===== src/rtl/multi_ch_serial_dispatch.sv =====
// multi_ch_serial_dispatch: routes decoded command packets to CH_NUM serial_out
// channels, tracking per-channel busy state and one pending command per channel.
// Optional feature macro: BROADCAST_EN (sel = all ones targets every channel).
module multi_ch_serial_dispatch #(
  parameter int unsigned DATA_BIT = 32,
  parameter int unsigned CH_NUM   = 4,
  parameter int unsigned SEL_BIT  = 4
) (
  input  logic                         clk,
  input  logic                         rst,
  input  logic                         i_pkt_valid,
  output logic                         o_pkt_ready,
  input  logic [DATA_BIT-1:0]          i_output_pattern,
  input  logic [DATA_BIT-1:0]          i_freq_pattern,
  input  logic [SEL_BIT-1:0]           i_sel_out,
  input  logic                         i_start,
  input  logic                         i_stop,
  input  logic                         i_mode,
  input  logic [CH_NUM-1:0]            i_ch_done_tick,
  output logic [CH_NUM-1:0]            o_ch_start,
  output logic [CH_NUM-1:0]            o_ch_stop,
  output logic [CH_NUM-1:0]            o_ch_mode,
  output logic [CH_NUM*DATA_BIT-1:0]   o_ch_output_pattern,
  output logic [CH_NUM*DATA_BIT-1:0]   o_ch_freq_pattern,
  output logic [CH_NUM-1:0]            o_ch_busy,
  output logic                         o_update_done_tick,
  output logic                         o_overwrite_tick,
  output logic                         o_err_tick
);

  localparam int unsigned PW = CH_NUM * DATA_BIT;

  localparam logic [1:0] S_IDLE     = 2'd0;
  localparam logic [1:0] S_DISPATCH = 2'd1;
  localparam logic [1:0] S_DONE     = 2'd2;

  logic [1:0]          r_state, w_state_nxt;
  logic                r_pkt_ready;
  logic [DATA_BIT-1:0] r_pkt_pat, r_pkt_freq;
  logic [SEL_BIT-1:0]  r_sel;
  logic                r_start, r_stop, r_mode;

  logic [CH_NUM-1:0]   r_busy, r_pend_v, r_pend_mode, r_ch_mode, r_ch_start, r_ch_stop;
  logic [DATA_BIT-1:0] r_pend_pat  [CH_NUM];
  logic [DATA_BIT-1:0] r_pend_freq [CH_NUM];
  logic [PW-1:0]       r_ch_pat, r_ch_freq;
  logic                r_upd_tick, r_ovw_tick, r_err_tick;

  logic                w_dispatch, w_sel_in_range, w_bcast, w_range_err;
  logic [CH_NUM-1:0]   w_hit, w_done_eff, w_issue_pend, w_free, w_do_stop;
  logic [CH_NUM-1:0]   w_new_start, w_to_pend, w_load_only, w_busy_err, w_ovw;

  // Central FSM state register
  always_ff @(posedge clk) begin
    if (rst) r_state <= S_IDLE;
    else     r_state <= w_state_nxt;
  end

  // Central FSM next-state logic
  always_comb begin
    w_state_nxt = r_state;
    case (r_state)
      S_IDLE:     if (i_pkt_valid) w_state_nxt = S_DISPATCH;
      S_DISPATCH: w_state_nxt = S_DONE;
      S_DONE:     w_state_nxt = S_IDLE;
      default:    w_state_nxt = S_IDLE;
    endcase
  end

  // Packet capture in idle and FSM-level registered outputs
  always_ff @(posedge clk) begin
    if (rst) begin
      r_pkt_pat   <= '0;
      r_pkt_freq  <= '0;
      r_sel       <= '0;
      r_start     <= 1'b0;
      r_stop      <= 1'b0;
      r_mode      <= 1'b0;
      r_pkt_ready <= 1'b1;
      r_upd_tick  <= 1'b0;
      r_ovw_tick  <= 1'b0;
      r_err_tick  <= 1'b0;
    end else begin
      if (r_state == S_IDLE && i_pkt_valid) begin
        r_pkt_pat  <= i_output_pattern;
        r_pkt_freq <= i_freq_pattern;
        r_sel      <= i_sel_out;
        r_start    <= i_start;
        r_stop     <= i_stop;
        r_mode     <= i_mode;
      end
      r_pkt_ready <= (w_state_nxt == S_IDLE);
      r_upd_tick  <= w_dispatch;
      r_ovw_tick  <= |w_ovw;
      r_err_tick  <= w_range_err | (|w_busy_err);
    end
  end

  // Per-channel routing decisions; a done tick with no pending command frees the channel
  always_comb begin
    w_dispatch     = (r_state == S_DISPATCH);
    w_sel_in_range = ({1'b0, r_sel} < (SEL_BIT+1)'(CH_NUM));
`ifdef BROADCAST_EN
    w_bcast        = (r_sel == {SEL_BIT{1'b1}});
`else
    w_bcast        = 1'b0;
`endif
    w_range_err    = w_dispatch & ~w_sel_in_range & ~w_bcast;
    w_hit          = '0;
    w_done_eff     = '0;
    w_issue_pend   = '0;
    w_free         = '0;
    w_do_stop      = '0;
    w_new_start    = '0;
    w_to_pend      = '0;
    w_load_only    = '0;
    w_busy_err     = '0;
    w_ovw          = '0;
    for (int k = 0; k < int'(CH_NUM); k++) begin
      w_hit[k]        = w_dispatch & ((w_sel_in_range & (r_sel == SEL_BIT'(k))) | w_bcast);
      w_do_stop[k]    = w_hit[k] & r_stop;
      w_done_eff[k]   = i_ch_done_tick[k] & r_busy[k];
      w_issue_pend[k] = w_done_eff[k] & r_pend_v[k] & ~w_do_stop[k];
      w_free[k]       = ~r_busy[k] | (w_done_eff[k] & ~r_pend_v[k]);
      w_new_start[k]  = w_hit[k] & ~r_stop & r_start & w_free[k];
      w_to_pend[k]    = w_hit[k] & ~r_stop & r_start & ~w_free[k];
      w_load_only[k]  = w_hit[k] & ~r_stop & ~r_start & w_free[k];
      w_busy_err[k]   = w_hit[k] & ~r_stop & ~r_start & ~w_free[k];
      w_ovw[k]        = w_to_pend[k] & r_pend_v[k] & ~w_issue_pend[k];
    end
  end

  // Per-channel busy, pending slot and held output registers
  always_ff @(posedge clk) begin
    if (rst) begin
      r_busy      <= '0;
      r_pend_v    <= '0;
      r_pend_mode <= '0;
      r_ch_mode   <= '0;
      r_ch_start  <= '0;
      r_ch_stop   <= '0;
      r_ch_pat    <= '0;
      r_ch_freq   <= '0;
      for (int k = 0; k < int'(CH_NUM); k++) begin
        r_pend_pat[k]  <= '0;
        r_pend_freq[k] <= '0;
      end
    end else begin
      r_ch_start <= w_new_start | w_issue_pend;
      r_ch_stop  <= w_do_stop;
      for (int k = 0; k < int'(CH_NUM); k++) begin
        if (w_do_stop[k]) begin
          r_busy[k]   <= 1'b0;
          r_pend_v[k] <= 1'b0;
        end else begin
          if (w_issue_pend[k]) begin
            r_ch_pat[k*DATA_BIT +: DATA_BIT]  <= r_pend_pat[k];
            r_ch_freq[k*DATA_BIT +: DATA_BIT] <= r_pend_freq[k];
            r_ch_mode[k]                      <= r_pend_mode[k];
            r_pend_v[k]                       <= 1'b0;
          end else if (w_done_eff[k]) begin
            r_busy[k] <= 1'b0;
          end
          if (w_new_start[k] || w_load_only[k]) begin
            r_ch_pat[k*DATA_BIT +: DATA_BIT]  <= r_pkt_pat;
            r_ch_freq[k*DATA_BIT +: DATA_BIT] <= r_pkt_freq;
            r_ch_mode[k]                      <= r_mode;
          end
          if (w_new_start[k]) r_busy[k] <= 1'b1;
          if (w_to_pend[k]) begin
            r_pend_pat[k]  <= r_pkt_pat;
            r_pend_freq[k] <= r_pkt_freq;
            r_pend_mode[k] <= r_mode;
            r_pend_v[k]    <= 1'b1;
          end
        end
      end
    end
  end

  assign o_pkt_ready         = r_pkt_ready;
  assign o_ch_start          = r_ch_start;
  assign o_ch_stop           = r_ch_stop;
  assign o_ch_mode           = r_ch_mode;
  assign o_ch_output_pattern = r_ch_pat;
  assign o_ch_freq_pattern   = r_ch_freq;
  assign o_ch_busy           = r_busy;
  assign o_update_done_tick  = r_upd_tick;
  assign o_overwrite_tick    = r_ovw_tick;
  assign o_err_tick          = r_err_tick;

endmodule


===== config.mk =====
export PLATFORM = sky130hd
export DESIGN_NAME = multi_ch_serial_dispatch
export DESIGN_NICKNAME = d
export VERILOG_FILES = /design/src/rtl/multi_ch_serial_dispatch.sv
export SDC_FILE = /design/constraint.sdc
export NUM_CORES = 1
export LEC_CHECK = 0
export BUFFER_PORTS_ARGS = -buffer_cell sky130_fd_sc_hd__buf_4
export CAP_MARGIN = 30
export CORE_MARGIN = 8
export CORE_UTILIZATION = 46
export CTS_BUF_LIST = sky130_fd_sc_hd__clkbuf_4 sky130_fd_sc_hd__clkbuf_8 sky130_fd_sc_hd__clkbuf_16
export CTS_CLUSTER_SIZE = 14
export DETAILED_ROUTE_END_ITERATION = 8
export MAX_ROUTING_LAYER = met4
export PLACE_DENSITY = 0.72
export SLEW_MARGIN = 10
export SYNTH_ARGS = -nofsm -noshare
export SYNTH_HDL_FRONTEND = slang
export SYNTH_SLANG_ARGS = --single-unit

===== constraint.sdc =====
create_clock -name clk -period 14.5 [get_ports clk]
set_input_delay 3.625 -clock clk [delete_from_list [all_inputs] [get_ports clk]]
set_output_delay 3.625 -clock clk [all_outputs]
set_load 0.01 [all_outputs]

==> impl_summary.md, run 1 <==
Place
The worst setup slack before clock tree synthesis is 8.353 ns. The placement-stage cell area is ~28000 µm². The number of cells in the design after placement is 3337.

Buffers placed on the I/O ports in this run total 353. The routability congestion estimate is 0.8331. The half-perimeter wire length after placement is 49690 µm.

Power
The leakage power figure is 0.01101 µW. For this design the ratio of total power to cell area is around 120 nW/µm². The worst supply voltage drop on vdd is 97.06 µV.

Synth
Yosys instantiated no cell more often than nand2_1. Sorting the synthesized cells by area gives the leading types as edfxtp_1 31%, dfxtp_1 29%, nand2_1 10%. The count of distinct cell types in the synthesized netlist is 46.

The largest total area in the synthesized netlist belongs to edfxtp_1. The commonest cells after synthesis are 680 x nand2_1, 357 x dfxtp_1, 263 x nor3_1. For this run, asynchronously set or reset flops after synthesis account for 0%.

The fraction of post-synthesis cell area in the top cell type by area is 30.82%. Synthesis produced a netlist whose cell count is 2547. In this run, synthesis produced a sequential element count of 613. The most used flip-flop cell after synthesis is dfxtp_1.

The post-synthesis sequential area ratio is 59.47%. The number of synthesized flops with an enable pin is 256. The total standard cell area after synthesis is ~25000 µm². The yosys synthesis warning count is 0. The synthesized area per cell is 9.793 µm². The number of nets in the synthesized netlist is 2625.

Clock tree
The number of clock buffers added by TritonCTS is 61. The H-tree depth reported by CTS is 2. Clock-pin slew was measured on the worst setup and hold paths at around 0.060 ns. The clock passes through at most 3 buffers. CTS placed an instance of clkbuf_16 at the clock tree root. The number of buffers inserted for hold repair after clock tree synthesis is 0.

After clock tree synthesis, the repair step resized 0 gates. Post-CTS timing repair inserted 0 buffers for setup. For the worst-skew pair, the clock arrives at the later sink with an insertion delay of 0.63 ns. TritonCTS built the clock tree. The sink count of the clock tree is 613.

STA
The measured slew at the worst slew-check pin is 1.007 ns. Setup repair after global routing left no endpoint under its margin. The number of pins exceeding their max-slew limit in the final report is 0. The smallest clock period supported by the final layout is computed as 5.594 ns. The fmax is ~0.18 GHz.

In the final timing run, aggregate negative setup slack is 0 ns. The number of hold violations in the final report is 0. After layout, the worst path uses 38.58% of the clock period. Between clock sinks in the finished design, the worst skew comes to approximately 0.016 ns. The worst setup slack after layout is 8.906 ns. In this run the tightest slew margin relative to its limit is ~33%. Setup violations remaining at the end of the flow were counted as 0.

Global routing
The number of global-route vias before repair is 20035. The maximum number of pins on one net before global-route repair is a little over 90. The first global-routing pass estimated 123600 µm of wire. The combined global-route utilization of all metal layers is approximately a quarter. Summed over all layers, the global routing overflow is 0.

The number of antenna violations at the first check in global routing is 3.

Worst setup path
The delay of the slowest cell on the worst path is 0.63 ns. The data arrival time of the critical path is 6.08 ns. The worst register-to-register path ends at o_ch_output_pattern[6]. The worst setup path is captured at a flop. The category of the most critical setup path is input port to flop.

The start point of the critical path is rst. The startpoint type of the worst setup path is an input port. The startpoint of the worst register-to-register path is r_sel[2]. The number of stages on the worst setup path is 6. The signal on the critical path passes through buf_8, inv_1, nand3_1, nor2_4, buf_4, and2_1. At the worst endpoint, the required time is 14.99 ns.

The cell depth of the worst flop-to-flop path is 5. The maximum net fanout on the critical path is 92. The slowest library cell on the worst path is nor2_4. The cell family contributing the most delay on the critical path is simple AND/OR/NAND/NOR gates. The register-to-register path setup slack is about 11 ns.

The capture point of the critical path is r_pend_pat[2][18]. The critical path contains buffers and inverters numbering 3 combined.

Floorplan
The die covers 61930 µm². The placeable core region is ~54000 µm². Once the floorplan was initialized, standard cells occupied 46.44% of the core. The floorplan has 85 rows. In this run the count of I/O pins placed on the die edge is 354. Measured along the y axis, the die boundary spans about 250 µm. From left edge to right edge, the die measures 248.9 µm.

Finish
The number of nets in the layout is 2784. The total non-filler cell area in the finished layout is 29820 µm². After the flow finishes, the layout carries non-filler instances totaling between 3000 and 4000. Of the cells placed in the final design, the portion with a size suffix greater than 1 is 19.33%. Compared with the post-synthesis result, the final layout area differs by 19.56%.

Drt
After the first detailed-routing iteration, the DRC count stood at roughly 2000. The final routed DRC violation total is 0. The count of antenna-violating nets left after detailed routing is 0. Dividing the detail-routed wire length by the instance count gives 23.67 µm. In the routed layout, each cell is associated on average with a via count of ~5.9.

Summed over all layers, the routed wires come to ~82000 µm. The number of vias in the routed layout is 20561. The number of iterations in the first detailed-routing pass is 5.

Worst hold path
The class of the tightest hold or removal check is flop to flop.

Status
The flow ran to the end, and the final reports show no timing, DRC or antenna violations.

Run
The number of max-cap violations is 0.
==> per-stage QoR <==
| step | utilization, % | total power (µW) | hold slack, ns |
|---|---|---|---|
| CTS | 55.42 | 3727 | 0.4846 |
| detailed placement | 51.62 | 2161 | 0.4732 |
| finish | 55.53 | 3712 | 0.4820 |
| global placement | 51.48 | 2151 | 0.4616 |
| global route | 55.53 | 3822 | 0.5107 |
| floorplan | - | 2050 | 0.4485 |
==> how the worst min path moves through the flow <==
stage | from | endpoint | slack [ns] | depth (start not counted)
after detailed placement | r_pend_mode[1] | r_pend_mode[1] | 0.47 | 2
after floorplan | r_pend_mode[1] | r_pend_mode[1] | 0.45 | 2
after global placement | r_pend_mode[1] | r_pend_mode[1] | 0.46 | 2
after global routing | r_pend_mode[3] | r_pend_mode[3] | 0.51 | 2
after CTS | r_pend_mode[3] | o_ch_mode[3] | 0.48 | 2
final | r_pend_mode[3] | r_pend_mode[3] | 0.48 | 2
==> tightest hold or removal path, cell delays in order (launching register included) <==
cell and delay (ns):
dfxtp_1 0.31, o21ai_0 0.07, a21oi_1 0.06
==> metal layers <==
layer  global-route usage [%]  part of all wire [%]  vias to the layer above
met2                    41.82                    48                     1136
met3                    4.579                   9.7                      174
met5                        -                     0                        -
met1                    32.32                    39                     9970
met4                    10.36                   3.8                        0
li1                         -                     -                     9281
==> power by group <==
| part | internal [µW] | leakage [µW] | switching [µW] |
|---|---|---|---|
| registers | 1850 | 0.00554 | 61.7 |
| clock network | 916 | 0.00103 | 670 |
| logic | 80.6 | 0.00444 | 135 |
| total | 2850 | 0.0110 | 867 |
==> registers in the layout (all words and copies together) (netlist names) <==
| name | flops |
|---|---|
| r_pkt_freq | 32 |
| o_overwrite_tick | 1 |
| r_sel | 4 |
| r_mode | 1 |
| o_ch_stop | 4 |
| o_ch_busy | 4 |
| r_pend_mode | 4 |
| o_ch_start | 4 |
| r_pkt_pat | 32 |
| o_ch_mode | 4 |
| o_ch_freq_pattern | 128 |
| r_state | 2 |
| o_update_done_tick | 1 |
| r_start | 1 |
| o_pkt_ready | 1 |
| r_pend_freq | 128 |
| r_pend_pat | 128 |
| r_pend_v | 4 |
| o_ch_output_pattern | 128 |
| o_err_tick | 1 |
| r_stop | 1 |
==> cell usage in the layout, fill, tap and decap left out, drive strengths merged, types with 8 or more instances in the layout <==
master	instances
nor2b	8
nand3	8
nor2	14
clkinv	13
o21ai	10
a21oi	83
nand2	680
and2	257
buf	389
clkbuf	96
nor3	264
edfxtp	256
dfxtp	357
a311oi	260
==> final cells by class <==
| type | instances | area, µm² |
|---|---|---|
| diodes | 2 | 5.005 |
| repair buffers | 389 | 3020 |
| fillers | 4576 | 23880 |
| multi-input cells | 1638 | 9044 |
| flip-flops and latches | 613 | 14830 |
| well taps | 696 | 870.8 |
| clock inverters | 19 | 143.9 |
| inverters | 3 | 11.26 |
| clock buffers | 96 | 1894 |
==> logic make-up after synthesis <==
group	count (synthesis)	share of synthesized area [%]
buf+inv	296	4.951
simple gates	1263	23.63
compound gates	375	11.95
flops	613	59.47
(Power assumes the default switching activity.)
==> run 2, diff against run 1 <==
Clock period 14.5 ns to 5.4 ns, I/O delays scaled along.
==> impl_summary.md, run 2 (same netlist as run 1, synthesis figures left out) <==
Drt
The final routed DRC violation total came to 0 (unchanged). The number of violations reported at the end of detailed-routing iteration 0 is 2015 (was 1964). The number of iterations in the first detailed-routing pass is 6 (was 5). The number of vias in the routed layout is 20687 (was 20561). The sum of routed wire length over all layers is 81730 µm (was 81800 µm). The post-detailed-route wirelength per cell is 23.64 µm (was 23.67 µm). The count of antenna-violating nets left after detailed routing was 0 (unchanged). The average vias per placed instance is 5.984 (was 5.949).

Floorplan
The die boundary height was 248.9 µm (unchanged). The die area was 61930 µm² (unchanged). The placeable core region is 53710 µm² (unchanged). The die extent in x is 248.9 µm (unchanged). The initial standard-cell utilization of the core is 46.44% (unchanged). The top-level port count came to 354 (unchanged). The number of placement rows was 85 (unchanged).

Clock tree
The clock insertion delay at the later pin of the skew report is 0.62 ns (was 0.63 ns). The sink count of the clock tree is 613 (unchanged). The clock tree from TritonCTS is built (unchanged).

The deepest clock path buffer count is 3 (unchanged). The clock-pin slew on the worst setup and hold paths is 0.06 ns (about the same). The number of buffers inserted for hold repair after clock tree synthesis was 0 (unchanged). The H-tree depth reported by CTS is 2 (unchanged).

The number of buffers created by CTS is 61 (unchanged). The root cell of the clock tree is clkbuf_16 (unchanged). The post-CTS resize count is 0 (unchanged). The post-CTS setup buffer count came to 0 (unchanged).

Worst setup path
The maximum net fanout on the critical path is 116 (was 92). The category of the most critical setup path is input port to flop (unchanged). The startpoint type of the worst setup path is an input port (unchanged). The sort of element at the end of the critical path is a flop (unchanged).

The data arrival time of the critical path is 3.90 ns (was 6.08 ns). The required time at the endpoint of the critical path is 5.88 ns (was 14.99 ns). The register-to-register path setup slack is 2.00 ns (was 10.82 ns).

Finish
The total non-filler cell area in the finished layout is 29880 µm² (was 29820 µm²). The proportion of layout cells with a drive suffix above 1 is 19.25% (was 19.33%). The number of standard cells in the final layout excluding fillers was 3457 (was 3456). The number of fill cells came to 4490 (was 4576). The most common cell after layout, fill and taps aside was nand2_1 (unchanged). The number of nets in the layout came to 2783 (was 2784). Most frequent cells in the layout: 679 x nand2_1, 379 x buf_4, 357 x dfxtp_1, 263 x nor3_1, 260 x a311oi_1 (was 679 x nand2_1, 383 x buf_4, 357 x dfxtp_1, 263 x nor3_1, 260 x a311oi_1). The layout overhead on the synthesized area is 19.78% (was 19.56%).

STA
The number of hold violations in the final report is 0 (unchanged). Based on the critical path, the design can be clocked at up to 0.2921 GHz. The share of the clock period used by the worst path is 63.40%. Unrepaired setup endpoints after global routing: no (unchanged). The worst slew margin relative to its limit is 33.21% (was 32.89%).

The measured slew at the worst slew-check pin is 1.002 ns (was 1.007 ns). The minimum clock period is 3.423 ns. The total setup violations reported at the end of the flow is 0 (unchanged). The smallest hold slack is 0.4888 ns (was 0.4820 ns).

The final worst clock skew is 0.01322 ns (was 0.01599 ns). The number of pins exceeding their max-slew limit in the final report is 0 (unchanged). The setup TNS is 0 ns (unchanged).

Global routing
The number of global-route vias before repair is 20503 (was 20035). The number of antenna violations at the first check in global routing is 2 (was 3). The combined global-route utilization of all metal layers is 25.91% (was 25.95%). The maximum number of pins on one net before global-route repair is 173 (was 93). The global-route wire length before repair is 123800 µm (was 123600 µm). The overflow left after global routing is 0 (unchanged).

Place
The placement-stage cell area is 27780 µm² (was 27730 µm²). The number of cells in the design after placement is 3337 (unchanged). The half-perimeter wire length after placement is 49550 µm (was 49690 µm). The routability congestion estimate is 0.8371 (was 0.8331). The number of buffer cells added on primary ports is 353 (unchanged).

Worst hold path
The class of the tightest hold or removal check is flop to flop (unchanged).

Status
Status: completed (unchanged).

Power
The worst supply voltage drop on vdd came to 260.7 µV (was 97.06 µV). The leakage power figure is 0.01104 µW (was 0.01101 µW). The cell area power density was 335.0 nW/µm² (was 124.5 nW/µm²).

Run
The number of max-cap violations is 0 (unchanged).
## run 2: changes by cell type in the layout (fill, tap and decap cells not counted)
| cell | before | now |
|---|---|---|
| clkinv_1 | 3 | 5 |
| clkbuf_4 | 20 | 21 |
| diode_2 | 2 | 3 |
| inv_6 | 2 | 1 |
| clkinv_2 | 10 | 9 |
| inv_16 | 1 | 0 |
| buf_4 | 383 | 379 |
| buf_12 | 1 | 3 |
| clkbuf_8 | 14 | 12 |
| clkbuf_16 | 62 | 65 |
| clkinvlp_4 | 2 | 1 |
| inv_4 | 0 | 1 |
| buf_8 | 1 | 2 |
## run 2: worst paths after layout
kind | start | end | depth (start not counted)
hold reg to reg | r_pend_mode[0] | r_pend_mode[0] | 2
setup reg to reg | r_sel[2] | r_pend_freq[0][26] | 5
setup / recovery | rst | r_pend_freq[0][26] | 6
hold / removal | r_pend_mode[0] | r_pend_mode[0] | 2
## run 2: layer usage
| metal | wire [µm] | track usage (%) | up-vias |
|---|---|---|---|
| met5 | 0 | - | - |
| met3 | 7155 | 4.444 | 187 |
| li1 | - | - | 9298 |
| met4 | 2938 | 10.41 | 0 |
| met1 | 32080 | 31.82 | 10077 |
| met2 | 39550 | 42.35 | 1125 |
## run 2: per-stage QoR
step                util (%)  worst slack (ns)  total power (µW)
floorplan                  -            0.2840              5499
global placement       51.50             1.531              5775
detailed placement     51.72             1.403              5798
CTS                    55.57             2.035             10050
global route           55.63             1.833             10300
finish                 55.63             1.977             10010
## run 2: final cells by class
type	count	area [µm²]	share of cell area, %
clock buffer	98	1949	6.524
clock inverter	18	116.4	0.3894
antenna	3	7.507	0.02513
sequential	613	14830	49.65
timing repair buffer	388	3045	10.19
multi-input combinational	1638	9044	30.27
tap	696	870.8	2.915
inverter	3	11.26	0.03769
## run 2: where the power goes
| part | total [µW] | internal [µW] | leakage, µW | switching, µW |
|---|---|---|---|---|
| Sequential | 5130 | 4960 | 0.00554 | 168 |
| Combinational | 570 | 213 | 0.00445 | 357 |
| Clock | 4310 | 2510 | 0.00105 | 1790 |
| Total | 10000 | 7690 | 0.0110 | 2320 |
## run 2: worst max-delay path, stage by stage
cell and delay [ns]:
buf_8 0.24, inv_1 0.44, nand3_1 0.41, nor2_4 0.66, buf_4 0.46, and2_1 0.19
